$ cat src/rtl/cpu_pipe_pkg.sv
// cpu_pipe_pkg -- shared pipeline definitions for the fetch/hazard logic.
//   NOP_INSTR      : bubble encoding (add $0,$2,$1), never creates a hazard
//   OP_*           : primary opcodes the hazard logic decodes
//   fetch_state_e  : fetch-hold state machine encoding
//   instr_fields_t : decoded register usage of one instruction
package cpu_pipe_pkg;

  localparam logic [31:0] NOP_INSTR = 32'h0041_0020;

  localparam logic [5:0] OP_RTYPE = 6'h00;
  localparam logic [5:0] OP_LW    = 6'h23;
  localparam logic [5:0] OP_SW    = 6'h2B;
  localparam logic [5:0] OP_BEQ   = 6'h04;
  localparam logic [5:0] OP_BNE   = 6'h05;
  localparam logic [5:0] OP_BGTZ  = 6'h07;

  typedef enum logic [1:0] {
    RUN = 2'd0,
    BR1 = 2'd1,
    BR2 = 2'd2,
    BR3 = 2'd3
  } fetch_state_e;

  typedef struct packed {
    logic [4:0] dest;
    logic       dest_vld;
    logic [4:0] rs;
    logic       rs_used;
    logic [4:0] rt;
    logic       rt_used;
    logic       is_branch;
  } instr_fields_t;

  // Immediate ALU group (addi .. lui) occupies opcodes 0x08-0x0F.
  function automatic logic is_imm_alu(input logic [5:0] op);
    return op[5:3] == 3'b001;
  endfunction

endpackage

$ cat src/rtl/reg_field_decode.sv
// reg_field_decode -- purely combinational register-usage decode.
//   instr_i  : 32-bit instruction
//   fields_o : dest / dest_vld, rs / rs_used, rt / rt_used, is_branch
// $0 is never reported as a used source or a valid destination, so
// downstream compare logic needs no special zero-register case.
module reg_field_decode
  import cpu_pipe_pkg::*;
(
  input  logic [31:0]   instr_i,
  output instr_fields_t fields_o
);

  logic [5:0] op;
  logic [4:0] rs, rt, rd;
  logic       unused_lsbs;

  assign op = instr_i[31:26];
  assign rs = instr_i[25:21];
  assign rt = instr_i[20:16];
  assign rd = instr_i[15:11];

  // shamt/funct/immediate bits carry no register information.
  assign unused_lsbs = ^instr_i[10:0];

  always_comb begin
    fields_o      = '0;
    fields_o.rs   = rs;
    fields_o.rt   = rt;

    if (op == OP_RTYPE) begin
      fields_o.dest     = rd;
      fields_o.dest_vld = 1'b1;
    end else if (op == OP_LW || is_imm_alu(op)) begin
      fields_o.dest     = rt;
      fields_o.dest_vld = 1'b1;
    end
    if (fields_o.dest == 5'd0) fields_o.dest_vld = 1'b0;

    fields_o.rs_used = (rs != 5'd0);
    fields_o.rt_used = (rt != 5'd0) &&
                       (op == OP_RTYPE || op == OP_SW || op == OP_BEQ || op == OP_BNE);

    fields_o.is_branch = (op == OP_BEQ || op == OP_BNE || op == OP_BGTZ);
  end

endmodule

$ cat src/rtl/fetch_hazard_unit.sv
// fetch_hazard_unit -- fetch-stage RAW interlock and branch hold.
//   clk, rst            : clock, synchronous active-high reset
//   if_instr/if_pc      : fetched instruction and its address
//   if_pc_plus4         : sequential next PC from the fetch unit
//   br_taken/br_target  : MEM-stage branch outcome, consumed only in BR3
//   out_instr           : instruction to IF/ID (if_instr or NOP_INSTR)
//   out_pc              : next value of the PC register
//   stall               : a bubble is issued this cycle
//   stall_cnt/squash_cnt: saturating statistics, present only when the
//                         macro FETCH_HAZARD_STATS_EN is defined
// All outputs are combinational from state, history and inputs.
module fetch_hazard_unit
  import cpu_pipe_pkg::*;
#(
  parameter int HIST_DEPTH = 3,
  parameter int CNT_W      = 16
) (
  input  logic        clk,
  input  logic        rst,
  input  logic [31:0] if_instr,
  input  logic [31:0] if_pc,
  input  logic [31:0] if_pc_plus4,
  input  logic        br_taken,
  input  logic [31:0] br_target,
  output logic [31:0] out_instr,
  output logic [31:0] out_pc,
  output logic        stall
`ifdef FETCH_HAZARD_STATS_EN
  ,
  output logic [CNT_W-1:0] stall_cnt,
  output logic [CNT_W-1:0] squash_cnt
`endif
);

  fetch_state_e                   state_q, state_d;
  instr_fields_t                  fields;
  logic [HIST_DEPTH-1:0]          hist_vld_q;
  logic [HIST_DEPTH-1:0][4:0]     hist_dest_q;
  logic [HIST_DEPTH-1:0]          hit;
  logic                           hazard;
  logic                           push_vld;

  reg_field_decode u_decode (
    .instr_i  (if_instr),
    .fields_o (fields)
  );

  // One comparator pair per in-flight producer; entry 0 is the youngest.
  for (genvar i = 0; i < HIST_DEPTH; i++) begin : g_hist_cmp
    assign hit[i] = hist_vld_q[i] &&
                    ((fields.rs_used && fields.rs == hist_dest_q[i]) ||
                     (fields.rt_used && fields.rt == hist_dest_q[i]));
  end
  assign hazard = |hit;

  always_comb begin
    state_d   = state_q;
    out_instr = NOP_INSTR;
    out_pc    = if_pc;
    stall     = 1'b1;
    push_vld  = 1'b0;

    if (rst) begin
      state_d = RUN;
    end else begin
      unique case (state_q)
        RUN: begin
          // Hazard wins over branch detection: a hazarded branch just waits.
          if (!hazard) begin
            out_instr = if_instr;
            out_pc    = if_pc_plus4;
            stall     = 1'b0;
            push_vld  = fields.dest_vld;
            if (fields.is_branch) state_d = BR1;
          end
        end
        BR1: state_d = BR2;
        BR2: state_d = BR3;
        BR3: begin
          if (br_taken) out_pc = br_target;
          state_d = RUN;
        end
        default: state_d = RUN;
      endcase
    end
  end

  always_ff @(posedge clk) begin
    if (rst) state_q <= RUN;
    else     state_q <= state_d;
  end

  // Bubbles and branches shift in valid=0 so producers age out on schedule.
  always_ff @(posedge clk) begin
    if (rst) begin
      hist_vld_q <= '0;
    end else begin
      for (int i = HIST_DEPTH - 1; i > 0; i--) hist_vld_q[i] <= hist_vld_q[i-1];
      hist_vld_q[0] <= push_vld;
    end
  end

  // Destination tags are only meaningful under their valid bit; no reset.
  always_ff @(posedge clk) begin
    if (!rst) begin
      for (int i = HIST_DEPTH - 1; i > 0; i--) hist_dest_q[i] <= hist_dest_q[i-1];
      hist_dest_q[0] <= fields.dest;
    end
  end

`ifdef FETCH_HAZARD_STATS_EN
  logic [CNT_W-1:0] stall_cnt_q, squash_cnt_q;

  always_ff @(posedge clk) begin
    if (rst) begin
      stall_cnt_q  <= '0;
      squash_cnt_q <= '0;
    end else begin
      if (state_q == RUN && hazard && stall_cnt_q != '1)
        stall_cnt_q <= stall_cnt_q + 1'b1;
      if (state_q != RUN && squash_cnt_q != '1)
        squash_cnt_q <= squash_cnt_q + 1'b1;
    end
  end

  assign stall_cnt  = stall_cnt_q;
  assign squash_cnt = squash_cnt_q;
`else
  localparam int unused_cnt_w = CNT_W;
`endif

endmodule

$ cat config.mk
export PLATFORM = sky130hd
export DESIGN_NAME = fetch_hazard_unit
export DESIGN_NICKNAME = d
export VERILOG_FILES = /design/src/rtl/cpu_pipe_pkg.sv /design/src/rtl/reg_field_decode.sv /design/src/rtl/fetch_hazard_unit.sv
export SDC_FILE = /design/constraint.sdc
export NUM_CORES = 1
export LEC_CHECK = 0
export CAP_MARGIN = 20
export CORE_MARGIN = 2
export CORE_UTILIZATION = 38
export CTS_CLUSTER_SIZE = 16
export DETAILED_ROUTE_END_ITERATION = 8
export PLACE_DENSITY = 0.84
export RECOVER_POWER = 25
export SETUP_SLACK_MARGIN = 0.05
export SLEW_MARGIN = 25
export SYNTH_ARGS = -nofsm -noshare
export SYNTH_HDL_FRONTEND = slang
export SYNTH_SLANG_ARGS = --single-unit
$ cat constraint.sdc
create_clock -name clk -period 2.7 [get_ports clk]
set_clock_uncertainty 0.05 [all_clocks]
set_input_delay 0.405 -clock clk [delete_from_list [all_inputs] [get_ports clk]]
set_output_delay 0.405 -clock clk [all_outputs]
set_load 0.02 [all_outputs]
==> PnR_summary.wiki <==
{| class="wikitable"
! Metric !! Value
|-
| Fill cell instance count of the final layout || 542
|-
| Total wire length after detailed routing || 14,500 µm
|-
| Hold worst-path end || hist_vld_q[2]
|-
| Highest cell delay on the worst timing path || 0.43 ns
|-
| Clock tree from TritonCTS || yes
|-
| Post-synthesis adder-cell area fraction || 1.24%
|-
| Max FO, Critical Path || 6
|-
| Tightest hold margin || 0.461 ns
|-
| Critical path's top delay family || simple AND/OR/NAND/NOR gates
|-
| Part of the power in combinational logic || 81.5%
|-
| Clock slew seen by the registers of the worst setup and hold paths || 0.07 ns
|-
| Layer carrying the most global-route usage || met2
|-
| Die width || 93.4 µm
|-
| Number of buffers inserted by port buffering || approximately 200
|-
| Number of setup violations in the final report || 65
|-
| Max-slew violation total from the final report || 0
|-
| Number of cells in the finished layout apart from fillers || between 700 and 800
|-
| Slew of the pin with the lowest slew margin || ~0.64 ns
|-
| Number of placement rows || 32
|-
| Die footprint || 8730 µm²
|-
| Layout-stage area growth over the synthesis result || 89.8%
|-
| Storage element area || 551 µm²
|-
| Detailed placement HPWL || 9730 µm
|-
| Syn Nets || around 600
|-
| Reg power frac || 12.1%
|-
| Summed instance area of the synthesized netlist || 3040 µm²
|-
| Simple-gate share of the synthesized area || 34.9%
|-
| Flip-flop cell with the highest count after synthesis || edfxtp_1
|-
| Switching Power || 1.54 mW
|-
| Main combinational cell family by area after synthesis || simple AND/OR/NAND/NOR gates
|-
| Net count of the finished layout || 827
|-
| Status || finished with violations
|-
| Total number of vias || between 4,000 and 5,000
|-
| Mean instance size in the synthesized netlist || 6.62 µm²
|-
| Routed via count divided by cell count || just under 6
|-
| Total routing usage reported by global routing || 31.5%
|-
| Number of primary I/O pins || 196
|-
| CTS root buf || clkbuf_8
|-
| Vert. Die Dim || 93.4 µm
|-
| Portion of the post-synthesis area used by sequential elements || around 18%
|-
| Setup repair after global routing missed its margin || true
|-
| Overall power || around 3.2 mW
|-
| Setup WS pre-CTS || -0.956 ns
|-
| Type of the most critical hold path || flip-flop to flip-flop
|-
| HP Start || hist_vld_q[1]
|-
| Part of the total power dissipated in the clock network || 6.4%
|-
| Largest net degree at the start of global routing || 37
|-
| Hold Fails Final Rpt || 0
|-
| Min-Delay Path Depth || 1
|-
| Data required time of the worst path || 2.25 ns
|-
| Shortest clock period the worst path allows after layout || 3.07 ns
|-
| Power Internal || 1.66 mW
|-
| Cells after DPL || 762
|-
| Post-synth cell types || 39
|-
| DRC violation count after routing || 0
|-
| DRT antenna net count || 0
|-
| Standard cell area after detailed placement || between 5000 and 6000 µm²
|-
| Xor and xnor area share after synthesis || under 10%
|-
| Worst voltage drop across the vdd grid || 0.433 mV
|-
| Final standard cell area without fillers || 5770 µm²
|-
| Hold_buf cts || 0
|-
| Antenna violations before repair || 0
|-
| Crit-path cells || buf_6 -> xor2_1 -> nor4_1 -> nand3_1 -> a31oi_4 -> buf_6 -> or2_4 -> buf_16 -> a311o_1 -> buf_6
|-
| Endpoint class of the critical path || output port
|-
| Count of inserted antenna diode cells || 0
|-
| Data arrival, critical path || approximately 2.6 ns
|-
| Critical Path Start Type || flip-flop
|-
| Final worst-path setup slack || -0.370 ns
|-
| Wire length of the first global-routing pass || 22,000 µm
|-
| Switching power as a share of total power || 48.1%
|-
| Compound-cell area share of the yosys netlist || between 20% and 30%
|-
| Fraction of layout instances using a drive strength above 1 || 25.1%
|-
| Pre-antenna DRT Iters || 6
|-
| Multi-input combinational cell area || 2230 µm²
|-
| Standard cell with the maximum stage delay on the critical path || edfxtp_1
|-
| Number of global-route vias before repair || 4,402
|-
| Overflow left after global routing || 0
|-
| Starting density of the core || around two fifths
|-
| Maximum frequency from static timing analysis || 326 MHz
|-
| Fraction of registers with async set/reset || 0%
|-
| Pwr Density || around 560 nW/µm²
|-
| Proportion of synthesized area in mux cells || 0.988%
|-
| #FFs+latches synth || 20
|-
| Violations in the final reports || negative setup slack
|-
| Worst path most repeated cell || buf_6
|-
| Met2 Usage GRT || 57.1%
|-
| DRC violation total after the first TritonRoute iteration || 295
|-
| Met3 layer usage reported by global route || 6.20%
|-
| Total number of clock tree sinks || 20
|-
| Final worst path period share || 114%
|-
| Reported leakage power || 2.54 nW
|-
| RePlAce Congestion || 0.941
|-
| Max-slew headroom at the worst pin || 56.6%
|-
| Maximum buffer depth of the clock tree || 2
|-
| Core ar. || 7730 µm²
|-
| Type of the setup path with the least slack || flip-flop to output port
|-
| Number of clock buffers inserted by TritonCTS || 3
|-
| Maximum level of the CTS H-tree || 1
|-
| Slack of the worst reg-to-reg path || ~0.19 ns
|-
| Cells after synthesis || 459
|-
| Buf+Inv Stages, Crit Path || 4
|-
| Worst Reg-to-Reg Cells || 9
|-
| Worst r2r src || hist_dest_q[5]
|-
| Capture point of the worst reg-to-reg path || state_q[1]
|-
| Wirelength per Cell || 18.2 µm
|-
| Met1 usage in global routing || 35.9%
|-
| Maximum Capacitance Violations || 0
|-
| Clock insertion delay at the later pin of the skew report || 0.27 ns
|-
| Number of warnings reported in the yosys synthesis log || 0
|-
| EDFF count, synth || 15
|}
synthesized netlist by cell type (2+ instances only):
library cell | n | area [µm²]
or4_1 | 2 | 15.0
mux2i_1 | 3 | 30.0
buf_6 | 3 | 33.8
nor2_1 | 9 | 33.8
o31ai_1 | 2 | 15.0
clkbuf_1 | 37 | 139
and2_1 | 2 | 12.5
nand3b_1 | 2 | 15.0
nand2_1 | 36 | 135
inv_1 | 39 | 146
nand4b_1 | 2 | 17.5
o21ai_0 | 67 | 335
nand3_1 | 70 | 350
xor2_1 | 22 | 193
edfxtp_1 | 15 | 450
and3_1 | 29 | 181
nor4_1 | 7 | 43.8
buf_1 | 5 | 18.8
nor3_1 | 35 | 175
dfxtp_1 | 5 | 100
buf_2 | 2 | 10.0
a311o_1 | 32 | 320
nor4b_1 | 2 | 17.5
ha_1 | 3 | 37.5
xnor2_1 | 8 | 70.1
a21oi_1 | 3 | 15.0
nor2b_1 | 4 | 25.0
or3_1 | 2 | 12.5
sequential cells by signal, summed over array words and instances, names as in the netlist:
register,cells
hist_dest_q,15
state_q,2
hist_vld_q,3
cell type report:
cell class	count	area share (%)
Multi-Input combinational cell	353	38.7
Inverter	39	2.54
Clock inverter	1	0.0651
Clock buffer	3	0.716
Sequential cell	20	9.55
Tap cell	102	2.21
Timing Repair Buffer	276	46.2
metrics by stage:
stage / setup TNS, ns / utilization, %
6_report: -14.58 / 74.6
5_1_grt: -22.69 / 74.6
4_1_cts: -11.48 / 74.1
3_5_place_dp: -50.47 / 69.8
3_3_place_gp: -47.07 / 69.8
2_1_floorplan: 0 / -
what timing repair did:
action,in CTS,in global routing
endpoints found under the setup margin,65,65
gates resized for setup,357,44
pin swaps,34,27
setup buffers,18,7
gates cloned,8,0
logic make-up (layout without fill, tap and decap cells):
group | after synthesis | after routing
simple gates | 206 | 206
fa+ha+maj | 3 | 3
flops | 20 | 20
mux | 3 | 3
xor+xnor | 30 | 30
compound gates | 111 | 111
buf+inv | 86 | 319
layout by cell type (no fill, tap or decap), types with 6 or more instances in the layout:
cell and instances:
a311o_1 32, and3_1 29, buf_12 8, buf_2 30
buf_4 59, buf_6 45, clkdlybuf4s15_2 6, clkdlybuf4s50_1 117
edfxtp_1 15, inv_1 39, nand2_1 35, nand3_1 70
nor2_1 7, nor3_1 30, nor4_1 6, o21ai_0 67
xnor2_1 7, xor2_1 22
power by group through the flow:
stage                     Clock [mW]  Sequential [mW]  Combinational [mW]
after floorplan                    0            0.384                1.35
after global placement             0            0.388                2.49
after detailed placement           0            0.391                2.53
after CTS                      0.201            0.383                2.45
after global routing           0.217            0.386                2.76
final                          0.206            0.386                2.61
how the worst max path moves through the flow:
stage	start	endpoint	cells past startpoint
finish	hist_dest_q[9]	out_pc[20]	10
global route	hist_dest_q[3]	out_pc[20]	9
CTS	hist_dest_q[4]	out_pc[3]	9
detailed placement	if_instr[19]	out_pc[20]	9
global placement	if_instr[19]	out_pc[18]	9
floorplan	if_instr[16]	out_pc[10]	8
layer usage:
layer | up-vias | part of all wire, % | wire length (µm)
li1 | 2151 | - | -
met1 | 2149 | 37 | 5430
met2 | 273 | 50 | 7300
met3 | 47 | 8.4 | 1210
met4 | 0 | 3.7 | 536
met5 | - | 0 | 0
(Power assumes the default switching activity.)
